### src/rtl/lamp_key_ctrl_if.sv
// Button/lamp signal bundle between the key front end and its environment.
interface lamp_key_ctrl_if;
    logic [1:0] Key;
    logic       fake_switch;
    logic       busy;
    logic [1:0] key_evt;

    modport master (output Key, input fake_switch, input busy, input key_evt);
    modport slave  (input Key, output fake_switch, output busy, output key_evt);
endinterface

### src/rtl/lamp_key_ctrl.sv
// Key front end for the three-colour lamp: sync + debounce per button, power/blip FSM on fake_switch.
// Build macro AUTO_REPEAT_EN: a held Key[1] keeps issuing colour blips every REPEAT_CYC cycles.
module lamp_key_ctrl #(
    parameter int DEBOUNCE_CYC = 200,
    parameter int BLIP_CYC     = 50,
    parameter int REPEAT_CYC   = 5000,
    parameter int CNT_W        = 16
) (
    input  logic           Div_CLK,
    input  logic           Sys_RST,
    lamp_key_ctrl_if.slave bus
);
    localparam logic [CNT_W-1:0] DB_LAST   = CNT_W'(DEBOUNCE_CYC - 1);
    localparam logic [CNT_W-1:0] BLIP_LAST = CNT_W'(BLIP_CYC - 1);

    typedef enum logic [1:0] {ST_OFF, ST_ON, ST_BLIP} state_t;

    state_t           state_reg;
    logic [CNT_W-1:0] blip_cnt_reg;
    logic             fake_switch_reg;
    logic             busy_reg;
    logic [1:0]       key_evt;
    logic             rep_fire;
    logic             blip_req;

    genvar gi;
    generate
        if (DEBOUNCE_CYC < 2 || DEBOUNCE_CYC >= 2**CNT_W) begin : g_bad_debounce
            $error("lamp_key_ctrl: DEBOUNCE_CYC out of range");
        end
        if (BLIP_CYC < 1 || BLIP_CYC >= 2**CNT_W) begin : g_bad_blip
            $error("lamp_key_ctrl: BLIP_CYC out of range");
        end
        if (REPEAT_CYC < 1 || REPEAT_CYC >= 2**CNT_W) begin : g_bad_repeat
            $error("lamp_key_ctrl: REPEAT_CYC out of range");
        end

        for (gi = 0; gi < 2; gi++) begin : g_key
            logic             s1_reg;
            logic             s2_reg;
            logic             stable_reg;
            logic             stable_d_reg;
            logic [CNT_W-1:0] db_cnt_reg;

            always_ff @(posedge Div_CLK) begin
                if (!Sys_RST) begin
                    s1_reg       <= 1'b1;
                    s2_reg       <= 1'b1;
                    stable_reg   <= 1'b1;
                    stable_d_reg <= 1'b1;
                    db_cnt_reg   <= '0;
                end else begin
                    s1_reg       <= bus.Key[gi];
                    s2_reg       <= s1_reg;
                    stable_d_reg <= stable_reg;
                    // any sample matching the accepted level restarts the stability count
                    if (s2_reg == stable_reg) begin
                        db_cnt_reg <= '0;
                    end else if (db_cnt_reg == DB_LAST) begin
                        stable_reg <= s2_reg;
                        db_cnt_reg <= '0;
                    end else begin
                        db_cnt_reg <= db_cnt_reg + CNT_W'(1);
                    end
                end
            end

            assign key_evt[gi] = stable_d_reg & ~stable_reg;
        end
    endgenerate

`ifdef AUTO_REPEAT_EN
    localparam logic [CNT_W-1:0] REP_LAST = CNT_W'(REPEAT_CYC - 1);

    logic [CNT_W-1:0] rep_cnt_reg;
    logic             rep_run;

    assign rep_run  = ~g_key[1].stable_reg && (state_reg != ST_OFF);
    assign rep_fire = rep_run && (state_reg == ST_ON) && (rep_cnt_reg == REP_LAST)
                      && !key_evt[0] && !key_evt[1];

    // the genuine press restarts the period; the count parks at its last value during a blip
    always_ff @(posedge Div_CLK) begin
        if (!Sys_RST) begin
            rep_cnt_reg <= '0;
        end else if (!rep_run || key_evt[0] || key_evt[1] || rep_fire) begin
            rep_cnt_reg <= '0;
        end else if (rep_cnt_reg != REP_LAST) begin
            rep_cnt_reg <= rep_cnt_reg + CNT_W'(1);
        end
    end
`else
    assign rep_fire = 1'b0;
`endif

    assign blip_req = key_evt[1] | rep_fire;

    always_ff @(posedge Div_CLK) begin
        if (!Sys_RST) begin
            state_reg       <= ST_OFF;
            blip_cnt_reg    <= '0;
            fake_switch_reg <= 1'b0;
            busy_reg        <= 1'b0;
        end else begin
            case (state_reg)
                ST_OFF: begin
                    if (key_evt[0]) begin
                        state_reg       <= ST_ON;
                        fake_switch_reg <= 1'b1;
                        busy_reg        <= 1'b0;
                    end
                end
                ST_ON: begin
                    // power key has priority over a colour request in the same cycle
                    if (key_evt[0]) begin
                        state_reg       <= ST_OFF;
                        fake_switch_reg <= 1'b0;
                        busy_reg        <= 1'b0;
                    end else if (blip_req) begin
                        state_reg       <= ST_BLIP;
                        blip_cnt_reg    <= '0;
                        fake_switch_reg <= 1'b0;
                        busy_reg        <= 1'b1;
                    end
                end
                ST_BLIP: begin
                    if (key_evt[0]) begin
                        state_reg       <= ST_OFF;
                        fake_switch_reg <= 1'b0;
                        busy_reg        <= 1'b0;
                    end else if (blip_cnt_reg == BLIP_LAST) begin
                        state_reg       <= ST_ON;
                        fake_switch_reg <= 1'b1;
                        busy_reg        <= 1'b0;
                    end else begin
                        blip_cnt_reg <= blip_cnt_reg + CNT_W'(1);
                    end
                end
                default: begin
                    state_reg       <= ST_OFF;
                    fake_switch_reg <= 1'b0;
                    busy_reg        <= 1'b0;
                end
            endcase
        end
    end

    assign bus.fake_switch = fake_switch_reg;
    assign bus.busy        = busy_reg;
    assign bus.key_evt     = key_evt;
endmodule

### src/flat_wrapper.sv
// flat-port wrapper written by rule: the top's interface ports become plain ports
module lamp_key_ctrl_flat 
#(
    parameter int DEBOUNCE_CYC = 200,
    parameter int BLIP_CYC     = 50,
    parameter int REPEAT_CYC   = 5000,
    parameter int CNT_W        = 16
)
  (Div_CLK, Sys_RST, bus_Key, bus_fake_switch, bus_busy, bus_key_evt);
  lamp_key_ctrl_if bus_i ();
  input  logic Div_CLK;
  input  logic Sys_RST;
  input wire logic [$bits(bus_i.Key)-1:0] bus_Key;
  output wire logic [$bits(bus_i.fake_switch)-1:0] bus_fake_switch;
  output wire logic [$bits(bus_i.busy)-1:0] bus_busy;
  output wire logic [$bits(bus_i.key_evt)-1:0] bus_key_evt;
  assign bus_i.Key = bus_Key;
  assign bus_fake_switch = bus_i.fake_switch;
  assign bus_busy = bus_i.busy;
  assign bus_key_evt = bus_i.key_evt;
  lamp_key_ctrl #(.DEBOUNCE_CYC(DEBOUNCE_CYC), .BLIP_CYC(BLIP_CYC), .REPEAT_CYC(REPEAT_CYC), .CNT_W(CNT_W)) u_core (.Div_CLK(Div_CLK), .Sys_RST(Sys_RST), .bus(bus_i));
endmodule
### config.mk
export PLATFORM = sky130hd
export DESIGN_NAME = lamp_key_ctrl_flat
export DESIGN_NICKNAME = d
export VERILOG_FILES = /design/src/rtl/lamp_key_ctrl_if.sv /design/src/rtl/lamp_key_ctrl.sv /design/src/flat_wrapper.sv
export SDC_FILE = /design/constraint.sdc
export NUM_CORES = 1
export LEC_CHECK = 0
export BUFFER_PORTS_ARGS = -buffer_cell sky130_fd_sc_hd__buf_4
export CORE_ASPECT_RATIO = 0.5
export CORE_MARGIN = 4
export CORE_UTILIZATION = 49
export CTS_CLUSTER_DIAMETER = 150
export DETAILED_ROUTE_END_ITERATION = 8
export GPL_TIMING_DRIVEN = 0
export MAX_ROUTING_LAYER = met4
export PLACE_DENSITY = 0.68
export RECOVER_POWER = 100
export SLEW_MARGIN = 20
export SYNTH_ARGS = -nofsm -noshare
export SYNTH_HDL_FRONTEND = slang
export SYNTH_SLANG_ARGS = --single-unit
### constraint.sdc
create_clock -name Div_CLK -period 5.4 [get_ports Div_CLK]
set_clock_uncertainty 0.1 [all_clocks]
set_input_delay 1.62 -clock Div_CLK [delete_from_list [all_inputs] [get_ports Div_CLK]]
set_output_delay 1.62 -clock Div_CLK [all_outputs]
set_load 0.01 [all_outputs]
After elaboration in Yosys (flattened, before gate mapping)
Cells that the tools add are included.

word-level totals
  bits in registers = 60
  input bits = 4
  output and inout bits = 4
  logic and storage cells = 69

cells by class
  add/subtract/negate cells = 3
  equality and inequality tests = 14
  muxes and demuxes = 23
  bitwise logic cells = 7
  reduce and logical (&&, ||, !) cells = 8

operators with widths
  cell                     number
  $mux W16                 4
  $add A16 B1 Y16 const B  3
  $eq A16 B8 Y1 const B    2
  $pmux W16 S2             1
  $eq A16 B6 Y1 const B    1
  $mux W1                  10
  $mux W2                  5
  $ne A2 B2 Y1 const B     4
  $ne A3 B2 Y1 const B     2
  $pmux W1 S3              2
  $pmux W2 S3              1
  $reduce_or A3 Y1         2
  $not A1 Y1               5
  $reduce_and A5 Y1        1
  $reduce_and A2 Y1        2
  $reduce_and A3 Y1        1
  $and A1 B1 Y1            2
  $eq A1 B1 Y1             2
  $eq A2 B1 Y1 const B     1
  $eq A2 B2 Y1 const B     1
  $logic_not A2 Y1         1
  $ne A2 B1 Y1 const B     1
  $reduce_bool A2 Y1       1

Logic depth before layout (Yosys ltp)
  depth after elaboration = 5
  mapped depth = 9
  depth with buffers taken out = 6

Least setup slack after synthesis
OpenSTA, ideal clock, no wires.

  kind = input to register
  start point = input Sys_RST
  end point = register u_core.state_reg[1]
  setup time = 0.072 ns
  arrival = 2.408 ns
  data required time = 5.228 ns
  setup slack = 2.820 ns
  stages = 4
  path buffers = 1
  cell sequence = inv_1 -> clkbuf_1 -> or4_1 -> mux2i_1

RTL lines
  item                  RTL line              text
  start, declared       flat_wrapper.sv:12    input logic Sys_RST;
  end signal, assigned  lamp_key_ctrl.sv:100  state_reg <= ST_OFF;
  end signal, assigned  lamp_key_ctrl.sv:108  state_reg <= ST_ON;
  end signal, assigned  lamp_key_ctrl.sv:116  state_reg <= ST_OFF;
  end, declared         lamp_key_ctrl.sv:18   state_t state_reg;

Worst setup path after layout
  start point = register u_core.g_key[1].stable_reg
  end point = output bus_key_evt[1]

on the way
  cells in the longest elaborated chain, start to end = 2

ends and longest elaborated chain
  item                    RTL line             text
  start, declared         lamp_key_ctrl.sv:41  logic stable_reg;
  start signal, assigned  lamp_key_ctrl.sv:60  stable_reg <= s2_reg;
  $not A1 Y1              lamp_key_ctrl.sv:68  assign key_evt[gi] = stable_d_reg & ~stable_reg;
  $and A1 B1 Y1           lamp_key_ctrl.sv:68
  end, declared           flat_wrapper.sv:16   output wire logic [$bits(bus_i.key_evt)-1:0] bus_key_evt;

Every way passes these cells.

==> summary.txt <==
Logic synthesis
  – Yosys warnings: 0
  – Simple-gate share of the synthesized area: a little under a third
  – Cells after Synth: between 300 and 400
  – Largest family of logic cells by synthesized area: simple AND/OR/NAND/NOR gates
  – Sequential element share of the synthesized area: 39.3%
  – Mapped Avg Cell Area: 8.83 sq um
  – Number of library cell types mapped by synthesis: 55
  – Cell taking the most area after synthesis: dfxtp_1
  – Top-area cell type share of the netlist area: 39.3%
  – Top cells by area, synth: dfxtp_1 (39%), xnor2_1 (6.0%), nor2_1 (4.3%)
  – Post-synthesis compound-gate area fraction: around 11%
  – Register bit total from synthesis: 60
  – Fraction of registers with async set or reset after synthesis: 0%
  – XOR/XNOR share of the synthesized area: around 7.7%
  – Most used flip-flop cell after synthesis: dfxtp_1
  – Synthesized Nets: between 300 and 400
  – Synthesized area: a little over 3000 sq um
  – EDFF count, synth: 0
  – Post-synthesis adder-cell area fraction: 3.28%
  – Post-synthesis mux area share: 2.29%

Critical path
  – Worst r2r dst: u_core.blip_cnt_reg[0]
  – Data arrival, critical path: 1350 ps
  – RR Startpoint: u_core.state_reg[0]
  – Crit path launch: u_core.g_key[1].stable_reg
  – Most used cell, CP: buf_4
  – Setup slack, reg-to-reg: between 2000 and 3000 ps
  – CP cell instances: nand2b_1 -> inv_1 -> buf_4 -> buf_4
  – CP Data Required Time: approximately 3700 ps
  – Crit Path Class: reg2out
  – Worst path depth: 4
  – CP endpoint: bus_key_evt[1]
  – Delay-heaviest family, CP: buffers and inverters
  – Crit path max fanout: 5
  – Buffers and inverters on the worst path: 3
  – Worst Reg-to-Reg Cells: 9
  – Worst setup SP type: flip-flop
  – Crit. End Element: output pin
  – CP max stage delay: between 300 and 400 ps
  – CP max-delay cell: dfxtp_1

Layout
  – Fillcell total: ~530
  – Non-filler cells, final: 453
  – Largest register FFs: 32
  – FF+latch area: ~1200 sq um
  – # diodes: 0
  – Layout cells sized above 1: under 10%
  – Area growth syn-to-layout: 13.2%
  – Area occupied by multi-input gates: between 1500 and 2000 sq um
  – Nets: about 380

Detailed routing
  – Vias per cell: roughly 5.7
  – Total number of vias: 2577
  – Routed Antenna Nets: 0
  – Remaining DRCs: 0
  – DR iter-0 viols: 160
  – Drt pass-1 iters: 5
  – Total wire length: between 6000 and 7000 microns
  – Avg WL per Cell: 14.6 microns

STA
  – Final WS setup: around 2300 ps
  – Final setup vio count: 0
  – Crit path time final: 3070 ps
  – Final hold violation count: 0
  – Slew @ Worst Pin: roughly 680 ps
  – Hold WS: 312 ps
  – Total negative slack: 0 ps
  – Final period utilization: 56.9%
  – Max Fclk: approximately 330 MHz
  – Max Transition Viols Final: 0
  – RSZ-0062 raised after global routing: no
  – Max-slew headroom: a little over half

Status
  – Outcome: completed

Floorplan
  – Starting Density: a little over half
  – Ports: 8
  – Total Die Area: roughly 7600 sq um
  – Die Ht: 63.8 microns
  – Die Wd: about 120 microns
  – Core Area: between 5000 and 6000 sq um
  – Row cnt: 19

GRT
  – Initial antenna violation count: 0
  – Grt ovf: 0
  – Pin count of the biggest net entering global routing: 13
  – Total GRT Usage: roughly a fifth
  – First-pass GRT wire length: 11500 microns
  – Vias in the first global route: between 2000 and 3000

Clock tree
  – Max Root-Sink Buffers: 2
  – TritonCTS Sinks: 60
  – CTS root buf: clkbuf_16
  – H-tree depth: 3
  – Post-cts sizing count: 0
  – Post-CTS Setup Inserts: 0
  – Hold_buf cts: 0
  – Clock latency on the worst-skew pair: 330 ps
  – Clock-pin slew on the worst setup and hold paths: roughly 60 ps
  – CTS Buf Count: 9
  – CTS tree: done

Power
  – Pwr/cell area: around 300 nW/um^2
  – Total Power: just over 1 mW
  – Worst vdd ir: 0.000174 V
  – Lkg Pwr: approximately 1.1 nW

Placement
  – Hpwl dp: around 4700 microns
  – Port Buffers: 7
  – Place WS: between 2000 and 2500 ps
  – Cell Count Post-Placement: 437
  – GP Congestion: 0.833

Run
  – Total of max-cap violations: 0

Min path
  – Hold Crit Class: reg2reg
  – Min-delay src: u_core.g_key[0].s1_reg
[worst register-to-register path: cells and delay by family (launching register included)]
kind	cells	cell delay [ps]
flip-flops	1	340
AND/OR/NAND/NOR	1	130
adder cells (fa/ha/maj)	1	140
AO/OA/AOI/OAI	3	720
buffers and inverters	4	1240
[layout make-up]
| cell class | count | area share (%) |
|---|---|---|
| sequential | 60 | 34.7 |
| buffer | 15 | 2.42 |
| inverter | 18 | 1.95 |
| clock inverter | 7 | 2.17 |
| tap | 84 | 3.04 |
| clock buffer | 9 | 6.51 |
| multi-input combinational | 253 | 48.1 |
| timing repair buffer | 7 | 1.09 |
[synthesized netlist by cell type (9+ instances only)]
cell and number:
nand2_1 24, or3_1 9, a21oi_1 16, inv_1 17
dfxtp_1 60, o21ai_0 10, xnor2_1 21, nor2_1 35
nor3_1 9, nand4_1 9, nand3_1 18, nor4_1 14
[layer usage]
metal	up-vias	routed length (microns)	share of wire, %	global-route usage, %
li1	1285	-	-	-
met1	1224	3120	47	22.4
met2	57	3100	47	31.0
met3	11	296	4.5	5.99
met4	0	101	1.5	8.56
met5	-	0	0	-
[power breakdown]
group | leakage [nW] | switching [mW] | total [mW] | internal (mW)
Sequential | 0.484 | 0.000832 | 0.446 | 0.445
Combinational | 0.466 | 0.00808 | 0.0119 | 0.00381
Clock | 0.138 | 0.208 | 0.566 | 0.358
Total | 1.09 | 0.217 | 1.02 | 0.806
[worst min-delay path by stage]
| stage | to | slack [ps] | depth (start not counted) |
|---|---|---|---|
| CTS | u_core.g_key[0].s2_reg | 310 | 1 |
| finish | u_core.g_key[0].s2_reg | 310 | 1 |
| detailed placement | u_core.g_key[0].s2_reg | 300 | 1 |
| global placement | u_core.g_key[0].s2_reg | 290 | 1 |
| global route | u_core.g_key[1].s2_reg | 330 | 1 |
| floorplan | u_core.g_key[0].s2_reg | 290 | 1 |
[placed cells by master, fill, tap and decap left out, drive strengths merged, types with 16 or more instances in the layout]
| cell | instances |
|---|---|
| a21oi | 16 |
| clkbuf | 23 |
| dfxtp | 60 |
| inv | 19 |
| nand2 | 24 |
| nand3 | 18 |
| nor2 | 35 |
| nor4 | 16 |
| xnor2 | 21 |
[logic make-up after synthesis]
family | count (synthesis)
buf+inv | 33
compound gates | 51
simple gates | 160
fa+ha+maj | 8
xor+xnor | 27
mux | 7
flops | 60
[per-stage QoR]
stage / util [%] / area (sq um)
after floorplan: - / 3050
after global placement: 55.8 / 3210
after detailed placement: 55.8 / 3210
after CTS: 61.0 / 3510
after global routing: 60.1 / 3460
final: 60.1 / 3460
No activity file was read; power rests on OpenSTA's default activity.
